$ cat src/rtl/mem_arbiter_pkg.sv
// mem_arbiter_pkg: shared types for the memory arbiter slice.
// data_size_e : access size carried on data and memory ports
// arb_state_e : arbiter FSM states
// owner_e     : owner tag stored per outstanding request (0 fetch, 1 data)
package mem_arbiter_pkg;
    typedef enum logic [1:0] {SIZE_BYTE = 2'b00, SIZE_HALF = 2'b01, SIZE_WORD = 2'b10} data_size_e;
    typedef enum logic [1:0] {IDLE, HOLD_IF, HOLD_D} arb_state_e;
    typedef enum logic {OWN_IF = 1'b0, OWN_D = 1'b1} owner_e;
endpackage

$ cat src/rtl/mem_arbiter_if.sv
// mem_arbiter_if: bundle of fetch, data and memory-port signals around the arbiter.
// master : arbiter view (takes fetch/data requests and memory responses, drives grants and memory requests)
// slave  : environment view (requesters and memory)
interface mem_arbiter_if;
    import mem_arbiter_pkg::*;
    logic        if_req_i;
    logic [31:0] if_addr_i;
    logic        if_gnt_o;
    logic        if_rvalid_o;
    logic [31:0] if_rdata_o;
    logic        d_req_i;
    logic        d_we_i;
    data_size_e  d_size_i;
    logic [31:0] d_addr_i;
    logic [31:0] d_wdata_i;
    logic        d_gnt_o;
    logic        d_rvalid_o;
    logic [31:0] d_rdata_o;
    logic        mem_req_o;
    logic        mem_we_o;
    data_size_e  mem_size_o;
    logic [31:0] mem_addr_o;
    logic [31:0] mem_wdata_o;
    logic        mem_gnt_i;
    logic        mem_rvalid_i;
    logic [31:0] mem_rdata_i;
    logic        err_o;
    modport master (
        input  if_req_i, if_addr_i, d_req_i, d_we_i, d_size_i, d_addr_i, d_wdata_i,
               mem_gnt_i, mem_rvalid_i, mem_rdata_i,
        output if_gnt_o, if_rvalid_o, if_rdata_o, d_gnt_o, d_rvalid_o, d_rdata_o,
               mem_req_o, mem_we_o, mem_size_o, mem_addr_o, mem_wdata_o, err_o
    );
    modport slave (
        output if_req_i, if_addr_i, d_req_i, d_we_i, d_size_i, d_addr_i, d_wdata_i,
               mem_gnt_i, mem_rvalid_i, mem_rdata_i,
        input  if_gnt_o, if_rvalid_o, if_rdata_o, d_gnt_o, d_rvalid_o, d_rdata_o,
               mem_req_o, mem_we_o, mem_size_o, mem_addr_o, mem_wdata_o, err_o
    );
endinterface

$ cat src/rtl/owner_fifo.sv
// owner_fifo: DEPTH-entry 1-bit FIFO recording the owner of each outstanding request.
// clk, rst_n : clock, asynchronous active-low reset
// push, din  : write owner bit (allowed when full only together with pop)
// pop        : drop head entry (caller guarantees not empty)
// dout       : head owner bit; full, empty : occupancy flags
module owner_fifo #(
    parameter int DEPTH = 2
) (
    input  logic clk,
    input  logic rst_n,
    input  logic push,
    input  logic pop,
    input  logic din,
    output logic dout,
    output logic full,
    output logic empty
);
    localparam int PW = DEPTH > 1 ? $clog2(DEPTH) : 1;
    localparam int CW = $clog2(DEPTH + 1);
    logic [DEPTH-1:0] mem;
    logic [PW-1:0]    wp, rp;
    logic [CW-1:0]    cnt;
    function automatic logic [PW-1:0] inc(input logic [PW-1:0] p);
        return p == PW'(DEPTH - 1) ? '0 : p + PW'(1);
    endfunction
    assign full  = cnt == CW'(DEPTH);
    assign empty = cnt == '0;
    assign dout  = mem[rp];
    always_ff @(posedge clk or negedge rst_n) begin
        if (!rst_n) begin
            mem <= '0;
            wp  <= '0;
            rp  <= '0;
            cnt <= '0;
        end else begin
            if (push) mem[wp] <= din;
            if (push) wp <= inc(wp);
            if (pop) rp <= inc(rp);
            cnt <= cnt + CW'(push) - CW'(pop);
        end
    end
endmodule

$ cat src/rtl/mem_arbiter.sv
// mem_arbiter: shares one in-order memory port between a fetch and a data requester.
// clk, rst_n : clock, asynchronous active-low reset
// bus        : mem_arbiter_if.master carrying fetch/data requests and responses,
//              the shared memory request port and the sticky err_o flag
module mem_arbiter
    import mem_arbiter_pkg::*;
#(
    parameter int STARVE_LIMIT = 4,
    parameter int OST_DEPTH    = 2
) (
    input logic          clk,
    input logic          rst_n,
    mem_arbiter_if.master bus
);
    localparam int SW = $clog2(STARVE_LIMIT + 1);
    arb_state_e    state;
    logic [SW-1:0] starve;
    logic          head, full, empty;
    logic          fetch_pri, is_d, want, pop, issue, accept;
    // Data normally wins in IDLE; a fetch that has lost STARVE_LIMIT times in a row wins instead.
    assign fetch_pri = bus.if_req_i && starve == SW'(STARVE_LIMIT);
    assign is_d      = state == HOLD_D || (state == IDLE && bus.d_req_i && !fetch_pri);
    assign want      = state != IDLE || bus.if_req_i || bus.d_req_i;
    // A response only pops when something is outstanding; the pop frees a slot for a same-cycle issue.
    assign pop    = rst_n && bus.mem_rvalid_i && !empty;
    assign issue  = rst_n && want && (!full || pop);
    assign accept = issue && bus.mem_gnt_i;
    assign bus.mem_req_o   = issue;
    assign bus.mem_we_o    = want && is_d && bus.d_we_i;
    assign bus.mem_size_o  = !want ? SIZE_BYTE : is_d ? bus.d_size_i : SIZE_WORD;
    assign bus.mem_addr_o  = !want ? '0 : is_d ? bus.d_addr_i : bus.if_addr_i;
    assign bus.mem_wdata_o = want && is_d ? bus.d_wdata_i : '0;
    assign bus.if_gnt_o    = accept && !is_d;
    assign bus.d_gnt_o     = accept && is_d;
    assign bus.if_rvalid_o = pop && !head;
    assign bus.d_rvalid_o  = pop && head;
    assign bus.if_rdata_o  = bus.if_rvalid_o ? bus.mem_rdata_i : '0;
    assign bus.d_rdata_o   = bus.d_rvalid_o ? bus.mem_rdata_i : '0;
    owner_fifo #(.DEPTH(OST_DEPTH)) u_fifo (
        .clk   (clk),
        .rst_n (rst_n),
        .push  (accept),
        .pop   (pop),
        .din   (is_d),
        .dout  (head),
        .full  (full),
        .empty (empty)
    );
    // An issued but ungranted request locks its owner until the memory accepts it.
    always_ff @(posedge clk or negedge rst_n) begin
        if (!rst_n) begin
            state     <= IDLE;
            starve    <= '0;
            bus.err_o <= 1'b0;
        end else begin
            state     <= accept ? IDLE : (state == IDLE && issue) ? (is_d ? HOLD_D : HOLD_IF) : state;
            starve    <= (!bus.if_req_i || bus.if_gnt_o) ? '0 : starve == SW'(STARVE_LIMIT) ? starve : starve + SW'(1);
            bus.err_o <= bus.err_o || (bus.mem_rvalid_i && empty);
        end
    end
endmodule
$ cat src/flat_wrapper.sv
// flat-port wrapper written by rule: the top's interface ports become plain ports
module mem_arbiter_flat import mem_arbiter_pkg::*;
#(
    parameter int STARVE_LIMIT = 4,
    parameter int OST_DEPTH    = 2
)
  (clk, rst_n, bus_if_req_i, bus_if_addr_i, bus_d_req_i, bus_d_we_i, bus_d_size_i, bus_d_addr_i, bus_d_wdata_i, bus_mem_gnt_i, bus_mem_rvalid_i, bus_mem_rdata_i, bus_if_gnt_o, bus_if_rvalid_o, bus_if_rdata_o, bus_d_gnt_o, bus_d_rvalid_o, bus_d_rdata_o, bus_mem_req_o, bus_mem_we_o, bus_mem_size_o, bus_mem_addr_o, bus_mem_wdata_o, bus_err_o);
  mem_arbiter_if bus_i ();
  input logic clk;
  input logic rst_n;
  input wire logic [$bits(bus_i.if_req_i)-1:0] bus_if_req_i;
  input wire logic [$bits(bus_i.if_addr_i)-1:0] bus_if_addr_i;
  input wire logic [$bits(bus_i.d_req_i)-1:0] bus_d_req_i;
  input wire logic [$bits(bus_i.d_we_i)-1:0] bus_d_we_i;
  input wire logic [$bits(bus_i.d_size_i)-1:0] bus_d_size_i;
  input wire logic [$bits(bus_i.d_addr_i)-1:0] bus_d_addr_i;
  input wire logic [$bits(bus_i.d_wdata_i)-1:0] bus_d_wdata_i;
  input wire logic [$bits(bus_i.mem_gnt_i)-1:0] bus_mem_gnt_i;
  input wire logic [$bits(bus_i.mem_rvalid_i)-1:0] bus_mem_rvalid_i;
  input wire logic [$bits(bus_i.mem_rdata_i)-1:0] bus_mem_rdata_i;
  output wire logic [$bits(bus_i.if_gnt_o)-1:0] bus_if_gnt_o;
  output wire logic [$bits(bus_i.if_rvalid_o)-1:0] bus_if_rvalid_o;
  output wire logic [$bits(bus_i.if_rdata_o)-1:0] bus_if_rdata_o;
  output wire logic [$bits(bus_i.d_gnt_o)-1:0] bus_d_gnt_o;
  output wire logic [$bits(bus_i.d_rvalid_o)-1:0] bus_d_rvalid_o;
  output wire logic [$bits(bus_i.d_rdata_o)-1:0] bus_d_rdata_o;
  output wire logic [$bits(bus_i.mem_req_o)-1:0] bus_mem_req_o;
  output wire logic [$bits(bus_i.mem_we_o)-1:0] bus_mem_we_o;
  output wire logic [$bits(bus_i.mem_size_o)-1:0] bus_mem_size_o;
  output wire logic [$bits(bus_i.mem_addr_o)-1:0] bus_mem_addr_o;
  output wire logic [$bits(bus_i.mem_wdata_o)-1:0] bus_mem_wdata_o;
  output wire logic [$bits(bus_i.err_o)-1:0] bus_err_o;
  assign bus_i.if_req_i = bus_if_req_i;
  assign bus_i.if_addr_i = bus_if_addr_i;
  assign bus_i.d_req_i = bus_d_req_i;
  assign bus_i.d_we_i = bus_d_we_i;
  assign bus_i.d_size_i = bus_d_size_i;
  assign bus_i.d_addr_i = bus_d_addr_i;
  assign bus_i.d_wdata_i = bus_d_wdata_i;
  assign bus_i.mem_gnt_i = bus_mem_gnt_i;
  assign bus_i.mem_rvalid_i = bus_mem_rvalid_i;
  assign bus_i.mem_rdata_i = bus_mem_rdata_i;
  assign bus_if_gnt_o = bus_i.if_gnt_o;
  assign bus_if_rvalid_o = bus_i.if_rvalid_o;
  assign bus_if_rdata_o = bus_i.if_rdata_o;
  assign bus_d_gnt_o = bus_i.d_gnt_o;
  assign bus_d_rvalid_o = bus_i.d_rvalid_o;
  assign bus_d_rdata_o = bus_i.d_rdata_o;
  assign bus_mem_req_o = bus_i.mem_req_o;
  assign bus_mem_we_o = bus_i.mem_we_o;
  assign bus_mem_size_o = bus_i.mem_size_o;
  assign bus_mem_addr_o = bus_i.mem_addr_o;
  assign bus_mem_wdata_o = bus_i.mem_wdata_o;
  assign bus_err_o = bus_i.err_o;
  mem_arbiter #(.STARVE_LIMIT(STARVE_LIMIT), .OST_DEPTH(OST_DEPTH)) u_core (.clk(clk), .rst_n(rst_n), .bus(bus_i));
endmodule
$ cat config.mk
export PLATFORM = sky130hd
export DESIGN_NAME = mem_arbiter_flat
export DESIGN_NICKNAME = d
export VERILOG_FILES = /design/src/rtl/mem_arbiter_pkg.sv /design/src/rtl/mem_arbiter_if.sv /design/src/rtl/owner_fifo.sv /design/src/rtl/mem_arbiter.sv /design/src/flat_wrapper.sv
export SDC_FILE = /design/constraint.sdc
export NUM_CORES = 1
export LEC_CHECK = 0
export ABC_CLOCK_PERIOD_IN_PS = 3800
export CELL_PAD_IN_SITES_DETAIL_PLACEMENT = 2
export CELL_PAD_IN_SITES_GLOBAL_PLACEMENT = 2
export CORE_MARGIN = 10
export CORE_UTILIZATION = 10
export CTS_CLUSTER_DIAMETER = 100
export CTS_CLUSTER_SIZE = 28
export DETAILED_ROUTE_END_ITERATION = 16
export HOLD_SLACK_MARGIN = 0.05
export PLACE_DENSITY_LB_ADDON = 0.1
export SYNTH_ARGS = -nofsm -noshare
export SYNTH_HDL_FRONTEND = slang
export SYNTH_SLANG_ARGS = --single-unit
$ cat constraint.sdc
create_clock -name clk -period 3.8 [get_ports clk]
set_input_delay 1.14 -clock clk [delete_from_list [all_inputs] [get_ports clk]]
set_output_delay 1.14 -clock clk [all_outputs]
set_load 0.005 [all_outputs]
==> Word-level counts from Yosys, hierarchy flattened <==
Cells that the tools add are included.
{ "word_totals": {"output_inout_bits": 137, "wordCells": 71, "regBits": 12} }
{ "op_classes": {"n_lt_le_gt_ge": 3, "n_eq_ne": 4, "n_mux": 19, "addsub": 5, "n_reduce_logical": 33} }
{ "op_table": {"columns": ["cell", "count"], "rows": [
  ["two-way mux 32 bit", 5],
  ["logical AND 1 bit", 17],
  ["two-way mux 2 bit", 5],
  ["logical NOT 1 bit", 6],
  ["logical OR 1 bit", 6],
  ["two-way mux 3 bit", 2],
  ["two-way mux 1 bit", 5],
  ["== test 2 bit (second input constant)", 2],
  ["logical NOT 2 bit", 2],
  ["< comparator 1 x 2 -> 1 bit (second input constant)", 2],
  ["nonzero test 2 bit", 2],
  ["adder 3 x 1 -> 3 bit (second input constant)", 1],
  ["== test 3 bit (second input constant)", 1],
  ["adder 1 bit (second input constant)", 2],
  ["adder 2 x 1 -> 2 bit", 1],
  ["bitwise mux 2 bit", 1],
  ["!= test 2 x 1 -> 1 bit (second input constant)", 1],
  ["subtractor 2 x 1 -> 2 bit", 1],
  ["demux 1 bit (select 1 bit)", 1],
  [">= comparator 1 bit (second input constant)", 1]
]} }

==> Longest topological paths before layout <==
Gate-level depths: netlist of the first run.
{ "depth": {"ltp_word": 9, "depth_mapped": 9, "ltp_nobuf": 7} }

==> Hierarchy <==
From an unflattened synthesis of the first run, not the netlist that was laid out.
{ "hier_totals": {"cells_unflattened": 218, "hier_area_um2": 1712.9} }
{ "modules_own_cells": {"columns": ["module", "cells_each", "instances", "area_each_um2", "seq_area_each_um2"], "rows": [
  ["mem_arbiter", 197, 1, 1433.9, 150.1],
  ["owner_fifo", 21, 1, 279.0, 150.1]
]} }

==> Worst setup path before layout of the first run <==
OpenSTA, ideal clock, no wires.
{ "synth_path": {"path_kind": "input -> output", "startpoint": "in bus_d_req_i", "endpoint": "out bus_mem_addr_o[17]", "path_stages": 5, "arrival_time_ns": 1.913, "setup_slack_ns": 0.747, "path_buffers": 2, "cell_sequence": "o21bai_1 nor2_4 buf_6 buf_6 a22o_1"} }
{ "synth_between": {"elab_chain_cells": 5, "elab_cells_between_ends": 6, "cone_classes": "mux: 2; reduce/logical: 4"} }
{ "synth_lines": {"columns": ["element", "line_no", "source"], "rows": [
  ["start, declared", "flat_wrapper.sv:13", "input wire logic [$bits(bus_i.d_req_i)-1:0] bus_d_req_i;"],
  ["logical AND 1 bit (2 in series)", "mem_arbiter.sv:22", "assign is_d = state == HOLD_D || (state == IDLE && bus.d_req_i && !fetch_pri);"],
  ["logical OR 1 bit", "mem_arbiter.sv:22", null],
  ["two-way mux 32 bit", "mem_arbiter.sv:31", "assign bus.mem_addr_o = !want ? '0 : is_d ? bus.d_addr_i : bus.if_addr_i;"],
  ["two-way mux 32 bit *", "mem_arbiter.sv:31", null],
  ["end, declared", "flat_wrapper.sv:30", "output wire logic [$bits(bus_i.mem_addr_o)-1:0] bus_mem_addr_o;"]
]} }
Every way passes the cells marked *; elsewhere a longest branch is shown, timed or not.

==> Worst setup path after layout of the first run <==
{ "layout_path": {"startpoint": "in bus_if_req_i", "endpoint": "out bus_mem_wdata_o[17]"} }
{ "layout_between": {"elab_chain_cells": 6, "elab_cells_between_ends": 8, "cone_classes": "mux: 1; reduce/logical: 7"} }
{ "layout_lines": {"columns": ["element", "line_no", "source"], "rows": [
  ["start, declared", "flat_wrapper.sv:11", "input wire logic [$bits(bus_i.if_req_i)-1:0] bus_if_req_i;"],
  ["logical AND 1 bit", "mem_arbiter.sv:21", "assign fetch_pri = bus.if_req_i && starve == SW'(STARVE_LIMIT);"],
  ["logical NOT 1 bit", "mem_arbiter.sv:22", null],
  ["logical AND 1 bit", "mem_arbiter.sv:22", null],
  ["logical OR 1 bit", "mem_arbiter.sv:22", null],
  ["logical AND 1 bit *", "mem_arbiter.sv:32", "assign bus.mem_wdata_o = want && is_d ? bus.d_wdata_i : '0;"],
  ["two-way mux 32 bit *", "mem_arbiter.sv:32", null],
  ["end, declared", "flat_wrapper.sv:31", "output wire logic [$bits(bus_i.mem_wdata_o)-1:0] bus_mem_wdata_o;"]
]} }
Marks and branches as above.

==> impl_metrics.toml, run 1 <==
[worst_setup_path]
startpoint = "bus_if_req_i"
criticalPathCategory = "input pin to output pin"
start_kind = "input pin"
cp_max_fo = 17
critPathRequiredTime_ns = 2.66
arrival_ns = 2.60
reg2reg_depth = 10
endpoint_kind = "output pin"
reg2reg_from = "u_core.u_fifo.cnt[1]"

[routing]
avgViaCountPerCell = 4.054
drtIter0Drc = 50
drcViolationCount = 0
first_pass_iters = 4
postRouteWirelength_um = 16700
routed-via-count = 3028
ant_nets = 0
wire_per_inst_um = 22.35

[synth]
ys_seq_area_share_pct = 17.24
synth_area_um2 = 1742
yosysTopAreaCellShare_pct = 23.71
yosysMostFrequentCell = "and3_1"
syn_avg_cell_area_um2 = 7.673
synth.net_count = 368
synthArstFlopShare_pct = 100.0
netlist_top_cells_area = "and3_1 (24%), dfrtp_1 (17%), a22o_1 (16%)"
synth_flop_cell = "dfrtp_1"
synth_cell_types = 37
yosys.area.top_type = "and3_1"
ys.warnings.count = 0
synth-edff-count = 0
synth-seq-cells = 12
yosys-top-cells-count = "and3_1 (66), and2_1 (34), a22o_1 (32), clkbuf_1 (13), dfrtp_1 (12)"
netlist_instances = 227

[global_routing]
grt_usage_pct = 13.55
grtUsageMet2_pct = 26.41
gr-max-usage-layer = "met2"
grt_pass1_wl_um = 24760
grt_pass1_vias = 3455
grt_util_met3_pct = 4.911
antenna_found_initial = 0
met1_usage_pct = 14.13
overflow = 0
grt_max_degree = 34

[clock_tree]
clock-sinks = 12
ctsHtreeMaxLevel = 1
cts_buffers = 3
clockRootBuffer = "clkbuf_16"
clk_pin_slew_worst_paths_ns = 0.04
cts_max_path_buffers = 2
tritoncts = "built"
worstSkewPairLatency_ns = 0.24

[sta]
fin_crit_sh_pct = 98.47
rsz0062_at_grt = "no"
fmax_mhz = 267.2
fin_skew_ns = 0.001474
slew_viol_final = 0
final_hold_viol_count = 0
fin_crit_ns = 3.742
setup_viol = 0
relSlewSlack_pct = 59.89
worstMarginPinSlew_ns = 0.6016
timing.hold.ws_ns = 0.4575
setup_slack_ns = 0.05799

[finish]
layout.nets = 664
n_antenna_cell = 0
final_util_pct = 30.75
final_layout_size_suffix_gt1_share_pct = 12.45
fillers = 1961
syn2layout_area_growth_pct = 203.3
stdcell_area_um2 = 5283

[pwr]
vdd_drop_max_uv = 244.6
power_mw = 2.133
leakagePower_nw = 2.895
pwr_density_cell_nw_per_um2 = 403.7

[floorplan]
coreArea_um2 = 17180
std_cell_rows = 48
die_y_um = 152.0
chipWidth_um = 152.0
num_io_pins = 274
initial_core_util_pct = 10.14
die_area_um2 = 23090

[placement]
hpwlAfterDp_um = 13280
place_area_um2 = 4853
gp_congestion = 0.7531
port_buffers = 273
dp_slack_ns = -0.3716

[run_status]
status = "finished, final reports clean"

[flow_run]
maxCapViolCount = 0

[hold_path]
worstHoldStart = "u_core.bus.err_o"
hp-class = "register to register"
hold_depth = 1
critical path, stage by stage:
cell and delay, ns:
clkdlybuf4s15_2 0.22, and4b_4 0.22, nor2_4 0.10, buf_6 0.14
buf_12 0.13, and2_1 0.13, clkdlybuf4s50_1 0.52
per-layer routing:
metal	share of wire [%]	up-vias	wire length, um
met4	0.072	0	12
met2	55	140	9166
met1	37	1462	6240
met5	0	-	0
met3	7.6	2	1277
li1	-	1424	-
through the flow:
| step | setup TNS [ns] | cells |
|---|---|---|
| floorplan | 0 | 227 |
| global placement | -34.13 | 722 |
| detailed placement | -37.69 | 722 |
| CTS | 0 | 744 |
| global route | 0 | 747 |
| finish | 0 | 747 |
power by group:
part           switching (mW)  total (mW)  internal [mW]
sequential             0.0543       0.228          0.174
clock                  0.0541       0.213          0.159
combinational           0.724        1.69          0.968
logic make-up (layout without fill, tap and decap cells):
logic type | Yosys count | count (layout) | synth area share (%)
AND/OR/NAND/NOR | 127 | 127 | 45.26
multiplexers | 3 | 3 | 1.868
XOR/XNOR | 4 | 4 | 2.012
adder cells (fa/ha/maj) | 4 | 4 | 2.874
buffers and inverters | 28 | 323 | 7.974
AO/OA/AOI/OAI | 49 | 49 | 22.77
flip-flops | 12 | 12 | 17.24
timing repair:
item | 4_1_cts | 5_1_grt
cloned | 7 | 1
setup buffers | 12 | 2
endpoints found under the setup margin | 136 | 28
hold buffers | 0 | 0
gates resized for setup | 109 | 23
pin swaps | 3 | 0
layout make-up:
class	instances	area [um2]	area share [%]
multi-input combinational	187	1356	25.68
inverter	3	11.26	0.2132
clock buffer	4	88.84	1.682
timing repair buffer	316	3244	61.42
tap	225	281.5	5.329
sequential	12	300.3	5.685
cell usage in the layout, fill, tap and decap left out, types with 5 or more instances in the layout:
master           netlist  layout
clkdlybuf4s50_1        0     164
dlygate4sd2_1          0      85
and3_1                66      66
and2_1                34      34
a22o_1                32      32
buf_4                  0      28
dlymetal6s2s_1         0      21
dfrtp_1               12      12
nor2_1                 7       6
buf_12                 0       5
final timing paths:
check	endpoint	slack [ns]
setup / recovery	bus_mem_wdata_o[17]	0.06
hold / removal	u_core.bus.err_o	0.46
setup reg to reg	u_core.u_fifo.cnt[1]	1.68
hold reg to reg	u_core.bus.err_o	0.46
max in group asynchronous	u_core.starve[2]	2.55
min in group asynchronous	u_core.bus.err_o	1.11
sequential cells by signal (all words and copies together) (netlist names):
register           flops
u_core.starve          3
u_core.state           2
u_core.u_fifo.cnt      2
u_core.u_fifo.mem      2
u_core.bus.err_o       1
u_core.u_fifo.rp       1
u_core.u_fifo.wp       1
(Power assumes the default switching activity.)
==> run 2, diff against run 1 <==
- RECOVER_POWER: unset -> 25
==> run 2 against run 1 <==
- first-iteration DRC count shrank 10%
- critical path depth unchanged
- core utilization decreased by 0.28 points
- cell area fell by 0.92%
- clock skew barely moved
- cell count is the same
- critical path type unchanged
- largest power group unchanged
- worst hold slack worse by 0.0055 ns
==> impl_metrics.toml, run 2 (synthesized netlist as in run 1, its figures left out) <==
[worst_setup_path]
slowest_stage = "clkdlybuf4s50_1"
criticalPathCategory = "input pin to output pin"
path_cells = "clkdlybuf4s15_2, and4b_4, nor2_4, buf_6, buf_12, and2_1, clkdlybuf4s50_1"
reg2reg_setup_slack_ns = 1.67
cpPeakStageDelay_ns = 0.52
arrival_ns = 2.60
critPathBufInv = 4
endpoint_kind = "output pin"
cp_max_fo = 17
reg2reg_from = "u_core.u_fifo.cnt[1]"
start_kind = "input pin"
startpoint = "bus_if_req_i"
cp_top_family = "buffers and inverters"
critPathRequiredTime_ns = 2.66

[routing]
drtIter0Drc = 45
wire_per_inst_um = 22.32
drcViolationCount = 0
ant_nets = 0
routed-via-count = 3021
postRouteWirelength_um = 16670
avgViaCountPerCell = 4.044
first_pass_iters = 4

[finish]
final_common_cell = "clkdlybuf4s50_1"
syn2layout_area_growth_pct = 200.5
n_antenna_cell = 0
layout_common_cells = "clkdlybuf4s50_1 (162), dlygate4sd2_1 (85), and3_1 (66), and2_1 (34), a22o_1 (32)"
final_layout_size_suffix_gt1_share_pct = 11.88
final_util_pct = 30.47
layout.nets = 664
largest_reg_flops = 3
largest-register = "u_core.starve"

[global_routing]
antenna_found_initial = 0
overflow = 0
grt_pass1_vias = 3455
grt_pass1_wl_um = 24760
grt_max_degree = 34
grt_usage_pct = 13.55

[placement]
gp_congestion = 0.7531
port_buffers = 273
hpwlAfterDp_um = 13280

[hold_path]
hp-class = "register to register"
worstHoldStart = "u_core.bus.err_o"

[floorplan]
std_cell_rows = 48
coreArea_um2 = 17180
chipWidth_um = 152.0
num_io_pins = 274
die_area_um2 = 23090
die_y_um = 152.0
initial_core_util_pct = 10.14

[sta]
fin_crit_ns = 3.739
fmax_mhz = 267.5
setup_viol = 0
timing.hold.ws_ns = 0.4520
fin_skew_ns = 0.001851
rsz0062_at_grt = "no"
slew_viol_final = 0
final_hold_viol_count = 0
fin_crit_sh_pct = 98.40
relSlewSlack_pct = 59.92
worstMarginPinSlew_ns = 0.6013

[clock_tree]
tritoncts = "built"
ctsHtreeMaxLevel = 1
clk_pin_slew_worst_paths_ns = 0.04
clockRootBuffer = "clkbuf_16"
clock-sinks = 12
cts_buffers = 3
worstSkewPairLatency_ns = 0.24
cts_max_path_buffers = 2

[pwr]
power_mw = 2.125
pwr_density_cell_nw_per_um2 = 406.0
leakagePower_nw = 2.711
vdd_drop_max_uv = 244.9

[flow_run]
maxCapViolCount = 0

[run_status]
status = "finished, final reports clean"
run 2: cell types whose count changed in the layout (fill, tap and decap cells not counted):
cell,before,now
buf_4,28,24
clkbuf_1,0,3
clkbuf_4,1,3
clkdlybuf4s25_1,0,11
clkdlybuf4s50_1,164,162
dlygate4sd3_1,0,2
dlymetal6s2s_1,21,9
or2_0,0,1
or2_1,1,0
or3_1,0,1
or3_4,1,0
run 2: per-stage QoR:
| stage | setup TNS, ns | worst slack [ns] | instance area, um2 | cells |
|---|---|---|---|---|
| after CTS | 0 | 0.006499 | 5184 | 744 |
| final | 0 | 0.06098 | 5234 | 747 |
| after global routing | 0 | 0.002742 | 5234 | 747 |
| after global placement | -34.13 | -0.3281 | 4853 | 722 |
| after floorplan | 0 | 0.7466 | 1742 | 227 |
| after detailed placement | -37.69 | -0.3716 | 4853 | 722 |
run 2: repair_timing:
action,in CTS,in global routing
hold endpoints to repair,0,0
endpoints found under the setup margin,136,28
resized for setup,109,23
buffers inserted,12,2
pin swaps,3,0
hold buffers,0,0
cloned,7,1
run 2: worst register-to-register path: cells and delay by family (launching register included):
family	cells	cell delay (ns)
buffers and inverters	4	0.46
xor gates and xnor gates	2	0.32
adders and majority gates	2	0.44
DFF	1	0.40
and+or+nand+nor	2	0.43
run 2: cell type report:
| type | count | area [um2] |
|---|---|---|
| Inverter | 3 | 11.26 |
| Fill cell | 1975 | 11940 |
| Clock buffer | 4 | 88.84 |
| Sequential cell | 12 | 300.3 |
| Multi-Input combinational cell | 187 | 1351 |
| Timing Repair Buffer | 316 | 3201 |
| Tap cell | 225 | 281.5 |
run 2: report_power, final:
part / internal, mW / switching (mW) / leakage, nW
Clock: 0.159 / 0.0532 / 0.0442
Combinational: 0.959 / 0.726 / 2.52
Sequential: 0.174 / 0.0545 / 0.145
Total: 1.29 / 0.834 / 2.71
run 2: path summary, 6_finish.rpt:
path,endpoint,depth (start not counted)
max reg2reg,u_core.u_fifo.cnt[1],10
min reg2reg,u_core.bus.err_o,1
min in group asynchronous,u_core.u_fifo.cnt[1],3
max,bus_mem_wdata_o[17],7
max in group asynchronous,u_core.starve[1],3
min,u_core.bus.err_o,1
run 2: per-layer routing:
metal | vias up | track usage (%) | wire length, um
li1 | 1424 | - | -
met1 | 1455 | 14.13 | 6239
met2 | 140 | 26.41 | 9142
met3 | 2 | 4.911 | 1277
met4 | 0 | 0.4127 | 12
met5 | - | 0 | 0
==> run 3, diff against run 2 <==
- ABC_CLOCK_PERIOD_IN_PS: 3800 -> 4000
- CAP_MARGIN: unset -> 10
- clock period: 3.8 -> 4 ns (I/O delays scaled with it)
==> run 3 against run 2 <==
- clock skew up 0.0018 ns
- critical path depth stayed put
- first-iteration DRC count increased by 53%
- core utilization is 0.93 points lower
- cell count shrank 1.1%
- cell area down 3.0%
- total power is 9.3% lower
- non-clock buffer count fell by 9
- die area did not move
- worst setup slack improved by 0.017 ns
- worst hold slack gained 0.030 ns
- sequential power is 5% lower
==> impl_metrics.toml, run 3 (synthesized netlist as in run 1, its figures left out) <==
[global_routing]
met1_usage_pct = 13.99
overflow = 0
grt_util_met3_pct = 5.052
grt_max_degree = 34
grtUsageMet2_pct = 24.36
gr-max-usage-layer = "met2"
antenna_found_initial = 2
grt_pass1_vias = 3301
grt_usage_pct = 13.00
grt_pass1_wl_um = 23860

[floorplan]
chipWidth_um = 152.0
die_y_um = 152.0
die_area_um2 = 23090
coreArea_um2 = 17180
initial_core_util_pct = 10.14
num_io_pins = 274
std_cell_rows = 48

[placement]
place_area_um2 = 4883
port_buffers = 273
hpwlAfterDp_um = 13290
gp_congestion = 0.7576

[clock_tree]
postCtsHoldBufs = 0
clk_pin_slew_worst_paths_ns = 0.04
cts_max_path_buffers = 2
cts_buffers = 3
ctsHtreeMaxLevel = 1
worstSkewPairLatency_ns = 0.24
clock-sinks = 12
clockRootBuffer = "clkbuf_16"
tritoncts = "built"

[finish]
layout_common_cells = "clkdlybuf4s50_1 (227), and3_1 (66), dlygate4sd2_1 (36), and2_1 (34), a22o_1 (32)"
largest-register = "u_core.starve"
syn2layout_area_growth_pct = 191.4
layout.nets = 655
largest_reg_flops = 3
final_common_cell = "clkdlybuf4s50_1"
final_layout_size_suffix_gt1_share_pct = 9.375
stdcell_area_um2 = 5075

[worst_setup_path]
start_kind = "input pin"
cp_max_fo = 16
arrival_ns = 2.72
endpoint_kind = "output pin"
criticalPathCategory = "input pin to output pin"
critPathRequiredTime_ns = 2.80

[routing]
first_pass_iters = 4
drtIter0Drc = 69
postRouteWirelength_um = 15910
routed-via-count = 2978
wire_per_inst_um = 21.53
drcViolationCount = 0
ant_nets = 0
avgViaCountPerCell = 4.030

[hold_path]
hp-class = "register to register"

[pwr]
power_mw = 1.927
pwr_density_cell_nw_per_um2 = 379.7
leakagePower_nw = 2.407
vdd_drop_max_uv = 189.4

[sta]
fin_crit_ns = 3.922
slew_viol_final = 0
setup_viol = 0
fin_skew_ns = 0.003656
final_hold_viol_count = 0
worstMarginPinSlew_ns = 0.5826
fmax_mhz = 255.0
fin_crit_sh_pct = 98.04
relSlewSlack_pct = 61.16
rsz0062_at_grt = "yes"

[flow_run]
maxCapViolCount = 0

[run_status]
status = "finished, final reports clean"
==> run 3: cell types whose count changed in the layout (fill, tap and decap cells not counted), moves of 2 or more <==
| cell | delta |
|---|---|
| dlygate4sd2_1 | -49 |
| clkdlybuf4s50_1 | +65 |
| clkdlybuf4s25_1 | -11 |
| buf_4 | -5 |
| dlymetal6s2s_1 | -5 |
| diode_2 | +2 |
| buf_12 | -2 |
| buf_16 | -3 |
| clkbuf_2 | +2 |
==> run 3: metrics by stage <==
stage	std cells	utilization (%)	TNS [ns]	hold WS, ns	setup WS (ns)
6_report	739	29.55	0	0.4818	0.07839
5_1_grt	738	29.53	-0.01542	0.5006	-0.009602
4_1_cts	737	29.71	0	0.4949	0.01838
3_5_place_dp	726	28.43	-27.31	0.4796	-0.2753
3_3_place_gp	726	28.43	-23.14	0.4463	-0.2599
2_1_floorplan	227	-	0	0.4510	0.8266
==> run 3: critical path, stage by stage <==
cell and delay [ns]:
clkdlybuf4s15_2 0.23, buf_4 0.12, nand2b_1 0.07, o21bai_4 0.13, bufbuf_16 0.30, a22o_1 0.14, clkdlybuf4s50_1 0.52
==> run 3: report_power, final <==
| group | internal, mW | switching, mW | total (mW) |
|---|---|---|---|
| sequential | 0.165 | 0.0516 | 0.217 |
| clock | 0.130 | 0.0496 | 0.180 |
| combinational | 0.887 | 0.644 | 1.53 |
==> run 3: timing repair <==
| item | CTS | global route |
|---|---|---|
| pin swaps | 3 | 0 |
| gates cloned | 4 | 0 |
| endpoints found under the setup margin | 134 | 50 |
| endpoints found under the hold margin | 0 | 0 |
| gates resized for setup | 52 | 8 |
| buffers inserted | 4 | 0 |
==> run 3: routing by layer <==
metal | share of wire [%] | wire, um
met5 | 0 | 0
met4 | 0.38 | 61
met3 | 8.3 | 1315
met2 | 52 | 8337
met1 | 39 | 6198
==> run 3: final timing paths <==
path / startpoint / to / slack [ns] / cells after the start
min in group asynchronous: rst_n / u_core.u_fifo.cnt[0] / 1.11 / 3
max in group asynchronous: rst_n / u_core.starve[1] / 2.72 / 3
max reg2reg: u_core.u_fifo.cnt[1] / u_core.u_fifo.cnt[1] / 1.91 / 8
min: u_core.bus.err_o / u_core.bus.err_o / 0.48 / 1
min reg2reg: u_core.bus.err_o / u_core.bus.err_o / 0.48 / 1
max: bus_if_req_i / bus_mem_addr_o[4] / 0.08 / 7
==> run 3: cell type report <==
class | count | area (um2)
Fill cell | 1996 | 12100
Timing Repair Buffer | 307 | 3065
Multi-Input combinational cell | 187 | 1336
Sequential cell | 12 | 300.3
Tap cell | 225 | 281.5
Clock buffer | 3 | 75.07
Inverter | 3 | 11.26
Antenna cell | 2 | 5.005
